[config.mk]
export PLATFORM = sky130hd
export DESIGN_NAME = pc_fetch_control
export DESIGN_NICKNAME = d
export VERILOG_FILES = /design/src/rtl/pc_fetch_control.sv
export SDC_FILE = /design/constraint.sdc
export NUM_CORES = 1
export LEC_CHECK = 0
export CORE_MARGIN = 2
export CORE_UTILIZATION = 45
export CTS_BUF_LIST = sky130_fd_sc_hd__clkbuf_2
export DETAILED_ROUTE_END_ITERATION = 8
export MAX_ROUTING_LAYER = met4
export PLACE_DENSITY = 0.78
export REMOVE_ABC_BUFFERS = 1
export SKIP_CTS_REPAIR_TIMING = 1
export SYNTH_ARGS = -nofsm -noshare
export SYNTH_HDL_FRONTEND = slang
export SYNTH_SLANG_ARGS = --single-unit
export TNS_END_PERCENT = 50
[constraint.sdc]
create_clock -name i_Clk_1 -period 2.9 [get_ports i_Clk_1]
set_input_delay 0.29 -clock i_Clk_1 [delete_from_list [all_inputs] [get_ports i_Clk_1]]
set_output_delay 0.29 -clock i_Clk_1 [all_outputs]
set_load 0.1 [all_outputs]
[src/rtl/pc_fetch_control.sv]
// rtl/pc_fetch_control.sv - PC register and single-outstanding instruction fetch sequencer
module pc_fetch_control #(
    parameter logic [31:0] RESET_PC = 32'h0000_0000
) (
    input  logic        i_Clk_1,
    input  logic        i_Rst_n_1,
    input  logic        i_Jump_1,
    input  logic [31:0] i_JumpTarget_32,
    input  logic        i_Stall_1,
    input  logic        i_ImemReady_1,
    input  logic        i_ImemValid_1,
    input  logic [31:0] i_ImemData_32,
    output logic        o_ImemReq_1,
    output logic [31:0] o_ImemAddr_32,
    output logic        o_InstValid_1,
    output logic [31:0] o_Inst_32,
    output logic [31:0] o_InstPC_32,
    output logic        o_Flush_1
);

    localparam logic [31:0] NOP = 32'h0000_0013;

    typedef enum logic [1:0] {
        IDLE  = 2'd0,
        FETCH = 2'd1,
        WAIT  = 2'd2,
        DROP  = 2'd3
    } state_t;

    state_t      state;
    logic [31:0] pc;
    logic [31:0] req_pc;
    logic        free;
    logic        accepted;
    logic        fill;

    // Only issue when the buffer is empty or draining, so the lone response always has a home.
    assign free          = ~o_InstValid_1 | ~i_Stall_1;
    assign o_ImemReq_1   = (state == FETCH) & free;
    assign o_ImemAddr_32 = pc;
    assign accepted      = o_ImemReq_1 & i_ImemReady_1;
    assign fill          = (state == WAIT) & i_ImemValid_1;

    // Sequencer: a taken jump overrides every fill, consume and advance decision.
    always_ff @(posedge i_Clk_1) begin
        if (!i_Rst_n_1) begin
            state         <= IDLE;
            pc            <= RESET_PC;
            req_pc        <= RESET_PC;
            o_InstValid_1 <= 1'b0;
            o_Inst_32     <= NOP;
            o_InstPC_32   <= RESET_PC;
            o_Flush_1     <= 1'b0;
        end else begin
            o_Flush_1 <= i_Jump_1;
            if (i_Jump_1) begin
                pc            <= {i_JumpTarget_32[31:2], 2'b00};
                o_InstValid_1 <= 1'b0;
                case (state)
                    IDLE:    state <= FETCH;
                    FETCH:   state <= accepted ? DROP : FETCH;
                    WAIT:    state <= i_ImemValid_1 ? FETCH : DROP;
                    default: state <= i_ImemValid_1 ? FETCH : DROP;
                endcase
            end else begin
                case (state)
                    IDLE: state <= FETCH;
                    FETCH: begin
                        if (accepted) begin
                            req_pc <= pc;
                            pc     <= pc + 32'd4;
                            state  <= WAIT;
                        end
                    end
                    WAIT: begin
                        if (i_ImemValid_1) begin
                            state <= FETCH;
                        end
                    end
                    default: begin
                        if (i_ImemValid_1) begin
                            state <= FETCH;
                        end
                    end
                endcase
                if (fill) begin
                    o_InstValid_1 <= 1'b1;
                    o_Inst_32     <= i_ImemData_32;
                    o_InstPC_32   <= req_pc;
                end else if (o_InstValid_1 && !i_Stall_1) begin
                    o_InstValid_1 <= 1'b0;
                end
            end
        end
    end

endmodule

[After elaboration in Yosys (flattened, before gate mapping)]
Index checks and enable logic that the tools add are counted.
Word-level totals
  register bits: 132
  memories: 0
  latch bits: 0
  input port bits: 70
  memory bits (read-only): 0
  bits in writable memories: 0
  output and inout bits: 99
Operators by class
  eq/ne operators: 3
  add/sub/neg operators: 1
  multiplexer cells: 12
  reductions and logical operators: 13
  shifts and indexed selects: 0
  bitwise gates (word level): 8
  multiply operators: 0
  div/mod/pow operators: 0
  order comparisons: 0
Operators with widths (count)
  $mux W32: 3
  $add A32 B3 Y32 const B: 1
  $mux W2: 5
  $pmux W2 S2: 2
  $reduce_and A2 Y1: 4
  $reduce_bool A2 Y1: 3
  $not A1 Y1: 4
  $reduce_bool A4 Y1: 1
  $and A1 B1 Y1: 3
  $ne A3 B3 Y1 const B: 1
  $reduce_and A3 Y1: 1
  $eq A2 B1 Y1 const B: 1
  $eq A2 B2 Y1 const B: 1
  $logic_not A2 Y1: 1
  $mux W1: 2
  $reduce_or A2 Y1: 1
  $logic_and A1 B1 Y1: 1
  $logic_not A1 Y1: 1
  $or A1 B1 Y1: 1

[Logic depth before layout (Yosys ltp)]
  depth in word-level cells: 7
  mapped depth: 7
  depth with buffers taken out: 6

[Worst setup path before layout]
OpenSTA, ideal clock, no wires.
  path type: register to output
  start: reg o_InstValid_1
  end: out o_ImemReq_1
  slack: 0.277 ns
  required time: 2.610 ns
  arrival time: 2.333 ns
  stages on the path, launching flop included: 4
  path through: dfxtp_1 -> and2_4 -> buf_6 -> nor2_1
Between the ends
  longest elaborated chain between the ends: 3
Ends and longest elaborated chain
  start, declared: RTL line 15  | output logic o_InstValid_1,
  start signal, assigned: RTL line 50  | o_InstValid_1 <= 1'b0;
  start signal, assigned: RTL line 58  | o_InstValid_1 <= 1'b0;
  start signal, assigned: RTL line 87  | o_InstValid_1 <= 1'b1;
  $not A1 Y1: RTL line 38  | assign free = ~o_InstValid_1 | ~i_Stall_1;
  $or A1 B1 Y1: RTL line 38
  $and A1 B1 Y1: RTL line 39  | assign o_ImemReq_1 = (state == FETCH) & free;
  end, declared: RTL line 13  | output logic o_ImemReq_1,
Every way passes these cells.

[Final worst setup path]
  start: reg state[1]
  end: out o_ImemReq_1
Between the ends
  longest elaborated chain between the ends: 2
Ends and longest elaborated chain
  start, declared: RTL line 30  | state_t state;
  start signal, assigned: RTL line 61  | FETCH: state <= accepted ? DROP : FETCH;
  start signal, assigned: RTL line 62  | WAIT: state <= i_ImemValid_1 ? FETCH : DROP;
  start signal, assigned: RTL line 63  | default: state <= i_ImemValid_1 ? FETCH : DROP;
  $eq A2 B1 Y1: RTL line 39
  $and A1 B1 Y1: RTL line 39
Every way passes these cells.

==> impl_results.md <==
* Vias in the first global route at 4583
* Tightest Hold Check Type: in -> reg
* CTS clk-pin slew, worst paths at 0.18 ns
* First drt pass iteration count at 4
* Synth cell count leaders: 202 x nand2_1, 126 x dfxtp_1, 76 x a21boi_0
* Die H at 113 um
* Syn-to-layout area delta at 30.1%
* Antenna fix cells at 0
* Core area at 0.0115 mm^2
* Post-synthesis register bit count at 126
* Dpl hpwl at 9370 um
* Leak at 2.67 nW
* Largest cells by area after synthesis: dfxtp_1 47%, nand2_1 14%, a21boi_0 11%, xor2_1 2.3%, a21boi_1 2.0%
* Number of max-cap violations at 0
* Final min period at 2.13 ns
* Clk_skew at 0.0264 ns
* CP Max Fanout at 8
* DIE WIDTH at 113 um
* Port bufs at 162
* Rel. slew slack at 0.598
* Post-route setup slack at 0.773 ns
* FILL cells at 1028
* Clk_lat worst skew at 0.64 ns
* Gate Count Post-Synth at 621
* DR DRC count at 0
* Register area share after synthesis at 0.474
* Starting Density at 0.464
* Via-per-instance ratio at 5.11
* CP startpoint kind: flop
* Routed WL at 13500 um
* Power consumption at 3.32 mW
* Synthesized area at 0.00532 mm^2
* Critical Path AT at 1.84 ns
* Routed Antenna Nets at 0
* Crit path to: o_ImemReq_1
* Flop pwr share at 0.554
* R2R setup slack at 0.81 ns
* Clock power frac at 0.264
* Ys Warns at 0
* First-pass GRT wire length at 22200 um
* Async set-reset flop share out of synthesis at 0
* TritonCTS clock tree: built
* Vias post-DR at 4721
* Launch point of the worst reg-to-reg path: state[1]
* Critical path class: reg -> out
* Peak supply drop at 0.231 mV
* Worst r2r dst: req_pc[12]
* Clock sink total at 126
* Avg WL per Cell at 14.6 um
* R2R depth at 6
* Max-slew violation count at 0
* Status: finished, final reports clean
* Sw power at 1.07 mW
* Top-count cell post-synth: nand2_1
* Die ar. at 0.0127 mm^2
* Ports at 169
* FMAX at 0.470 GHz
* RSZ-0062 raised after global routing: no
* Post-synthesis cell type count at 52
* Hold Worst Slack at 0.0819 ns
* Combinational fraction of design power at 0.182
* # H-tree levels at 4
* Critical Path Sink Type: primary output
* Area after DPL at 0.00676 mm^2
* Final Setup Violations at 0
* Worst path max stage delay at 0.36 ns
* GPL Wtd Cong at 0.802
* CP required at 2.61 ns
* Power density cells at 479 mW/mm^2
* Layout cells sized above 1 at 0.188
* NumNets Final at 841
* Top-area cell type share of the netlist area at 0.474
* Avg Inst Size Synth at 8.57 um^2
* Antenna violations before repair at 0
* Sw Share at 0.323
* Post-route cell area at 0.00693 mm^2
* Top FF cell, synth: dfxtp_1
* Actual slew at the worst max-slew pin at 0.604 ns
* Internal power at 2.25 mW
* Floorplan row count at 39
* Final period util at 0.734
* Post-route setup TNS at 0 ns
* Clock Path Buffers at 2
* CP cell instances: nand2b_1 > nor2_1 > buf_4
* Total GRT Usage at 0.221
* Drt initial violations at 204
* CTS Buf Count at 17
* Final hold vios at 0
* Number of synthesized flops with an enable pin at 0
* Crit-path slowest cell: dfxtp_1
* Clk Tree Root Cell: clkbuf_2
* Worst Setup SP: state[1]
* Post-Place Setup Slack at 0.529 ns
* Grt total ovfl at 0
* Leading area contributor after synthesis: dfxtp_1
* Largest net degree at the start of global routing at 75
worst min path at each step:
stage	to	cells past startpoint	slack [ns]	start
after global placement	req_pc[8]	2	0.44	req_pc[8]
final	o_ImemAddr_32[26]	3	0.08	i_Rst_n_1
after global routing	o_ImemAddr_32[5]	2	0.03	i_Rst_n_1
after detailed placement	req_pc[21]	2	0.45	req_pc[21]
after CTS	o_ImemAddr_32[5]	2	0.02	i_Rst_n_1
after floorplan	o_Inst_32[0]	1	0.36	i_Rst_n_1
placed cells by master, fill, tap and decap left out, types with 5 or more instances in the layout:
cell,count
nand2_1,202
dfxtp_1,126
buf_4,105
a21boi_0,76
clkdlybuf4s50_1,66
o21ai_0,21
clkbuf_2,18
nand3_1,16
a21oi_1,16
xor2_1,14
a21boi_1,14
nand4_1,12
xnor2_1,12
clkinv_1,9
o211a_1,7
nand2b_1,6
and2_1,6
inv_1,5
and4_1,5
area by class of cell:
cell class	instances	area, um^2	area share
inverter	6	22.5	0.00325
tap	143	179	0.0258
timing repair buffer	172	1470	0.212
sequential	126	2520	0.364
clock buffer	18	90.1	0.0130
clock inverter	12	80.1	0.0116
multi-input combinational	447	2560	0.370
critical path: cells and delay by family (launching register included):
family	cells	cell delay, ns
buffers and inverters	1	0.31
flip-flops	1	0.36
AND/OR/NAND/NOR	2	0.53
sequential cells by signal (all words and copies together), names as in the netlist:
signal	flops
o_Flush_1	1
o_ImemAddr_32	30
o_Inst_32	32
o_InstPC_32	30
req_pc	30
o_InstValid_1	1
state	2
power groups by stage:
stage          clock [mW]  sequential, mW  combinational (mW)
6_report            0.876            1.84               0.603
5_1_grt             0.988            1.85               0.631
3_3_place_gp            0            1.87               0.597
4_1_cts             0.912            1.84               0.604
2_1_floorplan           0            2.10               0.147
3_5_place_dp            0            1.87               0.602
per-layer routing:
layer | GRT usage | vias to the layer above | wire (um) | share of wire
li1 | - | 2374 | - | -
met1 | 0.282 | 2174 | 6060 | 0.45
met2 | 0.354 | 164 | 6450 | 0.48
met3 | 0.0498 | 9 | 847 | 0.063
met4 | 0.0626 | 0 | 112 | 0.0083
met5 | - | - | 0 | 0
through the flow:
| stage | instances | utilization |
|---|---|---|
| after floorplan | 579 | - |
| after global placement | 894 | 0.589 |
| after detailed placement | 894 | 0.589 |
| after CTS | 924 | 0.604 |
| after global routing | 924 | 0.604 |
| final | 924 | 0.604 |
cells by family after synthesis:
family | after synthesis | synth area share
buf+inv | 51 | 0.0486
flops | 126 | 0.474
fa+ha+maj | 1 | 0.00235
simple gates | 273 | 0.243
xor+xnor | 26 | 0.0428
compound gates | 141 | 0.185
other cells | 1 | 0.000704
mux | 2 | 0.00400
No activity file was read; power rests on OpenSTA's default activity.
==> edit 1 (same settings) <==
Encoding of `state_t`: now Gray code (2 bits for 4 states).
--- a/src/rtl/pc_fetch_control.sv
+++ b/src/rtl/pc_fetch_control.sv
@@ -22,8 +22,8 @@
 
     typedef enum logic [1:0] {
-        IDLE  = 2'd0,
-        FETCH = 2'd1,
-        WAIT  = 2'd2,
-        DROP  = 2'd3
+        IDLE  = 2'b00,
+        FETCH = 2'b01,
+        WAIT  = 2'b11,
+        DROP  = 2'b10
     } state_t;
 
Check against the original RTL: same outputs for any inputs over 4 cycles, from zero or initial values and one cycle with i_Rst_n_1 low; so few cycles prove little.
==> edit 1 against the unedited design <==
  * Routed wire length fell by 6.2%
  * Total power grew 8.1%
  * Non-clock buffer count unchanged
  * Global-route usage down 0.80 points
  * Design area fell by 0.22%
  * Count of clock-buffer cells in the layout is the same
  * Via count fell by 2.2%
  * Synthesized area decreased by 2.9%
  * Sequential share of layout area is 0.079 points higher
  * Worst hold slack improved by 0.073 ns
  * First-iteration DRC count rose by 13%
  * Sequential cell count did not move
  * Clock power rose by 35%
  * Worst setup slack lost 0.12 ns
  * Critical path type is now register to register
  * Critical endpoint is now o_ImemAddr_32[30]
==> edit 1: results (changes against the unedited design) <==
n_diodes: 0 (unchanged)
initial antenna violation count: 0 (unchanged)
all-layer global routing usage: 21.3% (-0.80 points)
Placed Area: 6650 um^2 (-1.6%)
vias per cell: 5.00 (-2.1%)
DR iter-0 viols: 230 (+13%)
clock root cell: clkbuf_2
max reg flops: 32 (unchanged)
Worst-Skew Late Latency: 0.64 ns (about the same)
DR WL/cell: 13.7 um (-6.1%)
Clock Pin Slew Worst Setup and Hold Paths: 0.18 ns (about the same)
commonest register cell after synthesis: dfxtp_1
number of buffers created by CTS: 17 (unchanged)
synth unique cells: 37 (-29%)
vias in the first global route: 4497 (-1.9%)
YS warnings: 0 (unchanged)
commonest cells in the synthesized netlist: nand2_1 (209), dfxtp_1 (126), a21boi_0 (90)
worst-path maximum fanout: 14 (+6)
setup TNS: 0 ns (unchanged)
share of cells above drive strength 1: 18.8% (+0.024 points)
clk_skew: 0.0237 ns (-0.00271 ns)
Hold WC Path Type: primary input to register
Synth area leaders: dfxtp_1 (49%), nand2_1 (15%), a21boi_0 (13%)
status: finished clean
RD Place Congestion: 0.794 (-0.97%)
port bufs: 162 (unchanged)
largest vdd supply drop: 0.282 mV (+22%)
Slew Viols, Final: 0 (unchanged)
DP HPWL: 8780 um (-6.3%)
measured slew at the worst slew-check pin: 0.743 ns (+0.139 ns)
sequential area share after synthesis: 48.8% (+1.4 points)
final net count: 838 (-0.36%)
largest net degree at the start of global routing: 70 (-6.7%)
Pre-antenna DRT Iters: 5 (+1)
switch share: 29.8% (-2.5 points)
WP data arrival: 2.76 ns (+0.92 ns)
H-tree levels: 4 (unchanged)
Max Buffers Root-to-Sink: 2 (unchanged)
Reg with most FFs: o_Inst_32
async set-reset flop share out of synthesis: 0% (unchanged)
first-pass GRT wire length: 20900 um (-5.7%)
Lkg Pwr: 2.60 nW (-2.4%)
[edit 1: cell count changes after synthesis, sizes merged, moves of 4 or more]
| cell | before | now |
|---|---|---|
| xnor2 | 12 | 27 |
| buf | 20 | 6 |
| clkbuf | 25 | 38 |
| xor2 | 14 | 1 |
| nand4 | 14 | 6 |
| and2 | 7 | 1 |
| nand2 | 203 | 209 |
| nand3 | 16 | 12 |
| nor3 | 2 | 6 |
| o21ai | 22 | 26 |
[edit 1: per-stage QoR]
| step | util [%] | cells | worst slack [ns] | hold WS, ns |
|---|---|---|---|---|
| 6_report | 61.1 | 923 | 0.651 | 0.155 |
| 5_1_grt | 61.1 | 923 | 0.466 | 0.102 |
| 4_1_cts | 61.1 | 923 | 0.629 | 0.0949 |
| 3_5_place_dp | 58.7 | 891 | 0.509 | 0.457 |
| 3_3_place_gp | 58.7 | 891 | 0.643 | 0.449 |
| 2_1_floorplan | - | 576 | 0.148 | 0.362 |
[edit 1: layout make-up]
class                      instances  area [um^2]
timing repair buffer             172         1470
tap                              143          179
multi-input combinational        442         2450
fill                            1015         4410
clock inverter                    14          174
clock buffer                      18         90.1
inverter                           8         30.0
sequential                       126         2520
[edit 1: routing by layer]
| layer | global-route usage [%] | part of all wire (%) |
|---|---|---|
| met3 | 5.08 | 6.1 |
| met2 | 35.8 | 48 |
| met4 | 6.42 | 1.0 |
| met5 | - | 0 |
| met1 | 25.3 | 44 |
[edit 1: final timing paths]
kind | from | to | slack [ns] | cells after the start
min | i_Rst_n_1 | o_InstPC_32[11] | 0.15 | 2
max | o_ImemAddr_32[7] | o_ImemAddr_32[30] | 0.65 | 5
min reg2reg | req_pc[22] | o_InstPC_32[22] | 0.47 | 2
max reg2reg | o_ImemAddr_32[7] | o_ImemAddr_32[30] | 0.65 | 5
[edit 1: cells by family after synthesis]
kind of cell | Yosys count | share of synthesized area [%]
DFF | 126 | 48.8
xor gates and xnor gates | 28 | 4.74
AOI/OAI and AO/OA | 142 | 18.6
and+or+nand+nor | 267 | 23.2
buffers and inverters | 52 | 4.36
adders and majority gates | 1 | 0.242
other | 1 | 0.0725
[edit 1: power by group through the flow]
stage / registers (mW) / clock network (mW) / logic, mW
3_5_place_dp: 1.86 / 0 / 0.577
5_1_grt: 1.84 / 1.29 / 0.607
6_report: 1.83 / 1.18 / 0.576
4_1_cts: 1.83 / 1.22 / 0.579
2_1_floorplan: 2.09 / 0 / 0.140
3_3_place_gp: 1.86 / 0 / 0.572
[edit 1: worst max-delay path, stage by stage (launching register included)]
cell and delay (ns):
dfxtp_1 0.48, nand4_2 0.23, or4_4 0.70, nor4b_1 0.47, xnor2_1 0.17, o21ai_0 0.08
==> edit 2 (same settings) <==
Without the edit above. Reset style: asynchronous (`i_Rst_n_1`), changed in one clocked block.
--- a/src/rtl/pc_fetch_control.sv
+++ b/src/rtl/pc_fetch_control.sv
@@ -43,5 +43,5 @@
 
     // Sequencer: a taken jump overrides every fill, consume and advance decision.
-    always_ff @(posedge i_Clk_1) begin
+    always_ff @(posedge i_Clk_1 or negedge i_Rst_n_1) begin
         if (!i_Rst_n_1) begin
             state         <= IDLE;
Formal check against the unedited RTL: differs if i_Rst_n_1 is asserted again (counterexample within 4 cycles, from zero or initial values and one cycle with i_Rst_n_1 low); with i_Rst_n_1 held inactive, the same outputs for 4 cycles.
==> edit 2 against the unedited design <==
  * Design area up 8.7%
  * Synthesized area up 8.3%
  * Routed wire length up 4.3%
  * First-iteration DRC count up 48%
  * Worst setup slack worse by 0.12 ns
  * Sequential cell count unchanged
  * Via count down 4.2%
  * Largest cell class is now sequential cells
Power is not compared: it rests on default switching activity, and its combinational part moved more than twofold at a synthesized area within 25%.
==> edit 2: results (changes against the unedited design) <==
critical path's largest stage delay: 0.51 ns (+0.15 ns)
dpl ws: 0.638 ns (+0.108 ns)
post-synthesis compound-gate area fraction: 7.47% (-11 points)
Synth area leaders: dfrtp_1 (53%), mux2_2 (18%), nand3_1 (2.3%)
status: finished clean
synth unique cells: 58 (+12%)
Setup crit start: o_ImemAddr_32[3]
final net count: 705 (-16%)
DR WL/cell: 17.1 um (+18%)
WL final: 14000 um (+4.3%)
Post-Synth Adder-Cell Area: 0.217% (-0.018 points)
total power: 8.34 mW
Worst-Skew Late Latency: 0.69 ns (+0.05 ns)
commonest cells in the synthesized netlist: dfrtp_1 (123), mux2_2 (92), nand2_1 (29)
Seq power: 2.70 mW
RD Place Congestion: 0.821 (+2.4%)
post-synthesis xor/xnor area fraction: 0.608% (-3.7 points)
FF-to-FF path depth: 5 (-1)
DR iter-0 viols: 301 (+48%)
Slowest cell on crit path: dfrtp_1
measured slew at the worst slew-check pin: 0.699 ns (+0.0953 ns)
mux cell area share after synthesis: 18.1% (+18 points)
flop2flop setup slack: 0.66 ns (-0.15 ns)
Synth Area per Inst: 12.2 um^2 (+42%)
vias in the first global route: 4377 (-4.5%)
Tmin final: 2.24 ns (+0.116 ns)
first-pass GRT wire length: 21900 um (-1.2%)
CP endpoint: o_ImemAddr_32[22]
worst-path maximum fanout: 6 (-2)
share of cells above drive strength 1: 37.7% (+19 points)
dpl cells: 785 (-12%)
async set-reset flop share out of synthesis: 100% (+100 points)
total number of vias: 4521 (-4.2%)
max reg flops: 32 (unchanged)
Placed Area: 7290 um^2 (+7.9%)
Pre-antenna DRT Iters: 5 (+1)
[edit 2: layout make-up]
class	count	area, um^2
Clock buffer	19	95.1
Multi-Input combinational cell	306	2380
Inverter	8	30.0
Clock inverter	13	124
Fill cell	1055	5040
Timing Repair Buffer	175	1520
Sequential cell	126	3160
Tap cell	172	215
[edit 2: layer usage]
metal	part of all wire (%)	track usage [%]
met3	6.6	5.41
met1	44	28.0
met4	1.4	10.1
met5	0	-
met2	48	32.3
[edit 2: how the worst min path moves through the flow]
stage	startpoint	endpoint	slack, ns	cells past startpoint
after global routing	i_JumpTarget_32[7]	o_ImemAddr_32[7]	0.04	3
after CTS	i_Rst_n_1	o_ImemAddr_32[5]	-0.50	1
after detailed placement	i_Rst_n_1	o_Inst_32[23]	0.33	1
after floorplan	i_Rst_n_1	o_Flush_1	-0.006	0
final	i_JumpTarget_32[7]	o_ImemAddr_32[7]	0.14	3
after global placement	i_Rst_n_1	o_Inst_32[23]	0.32	1
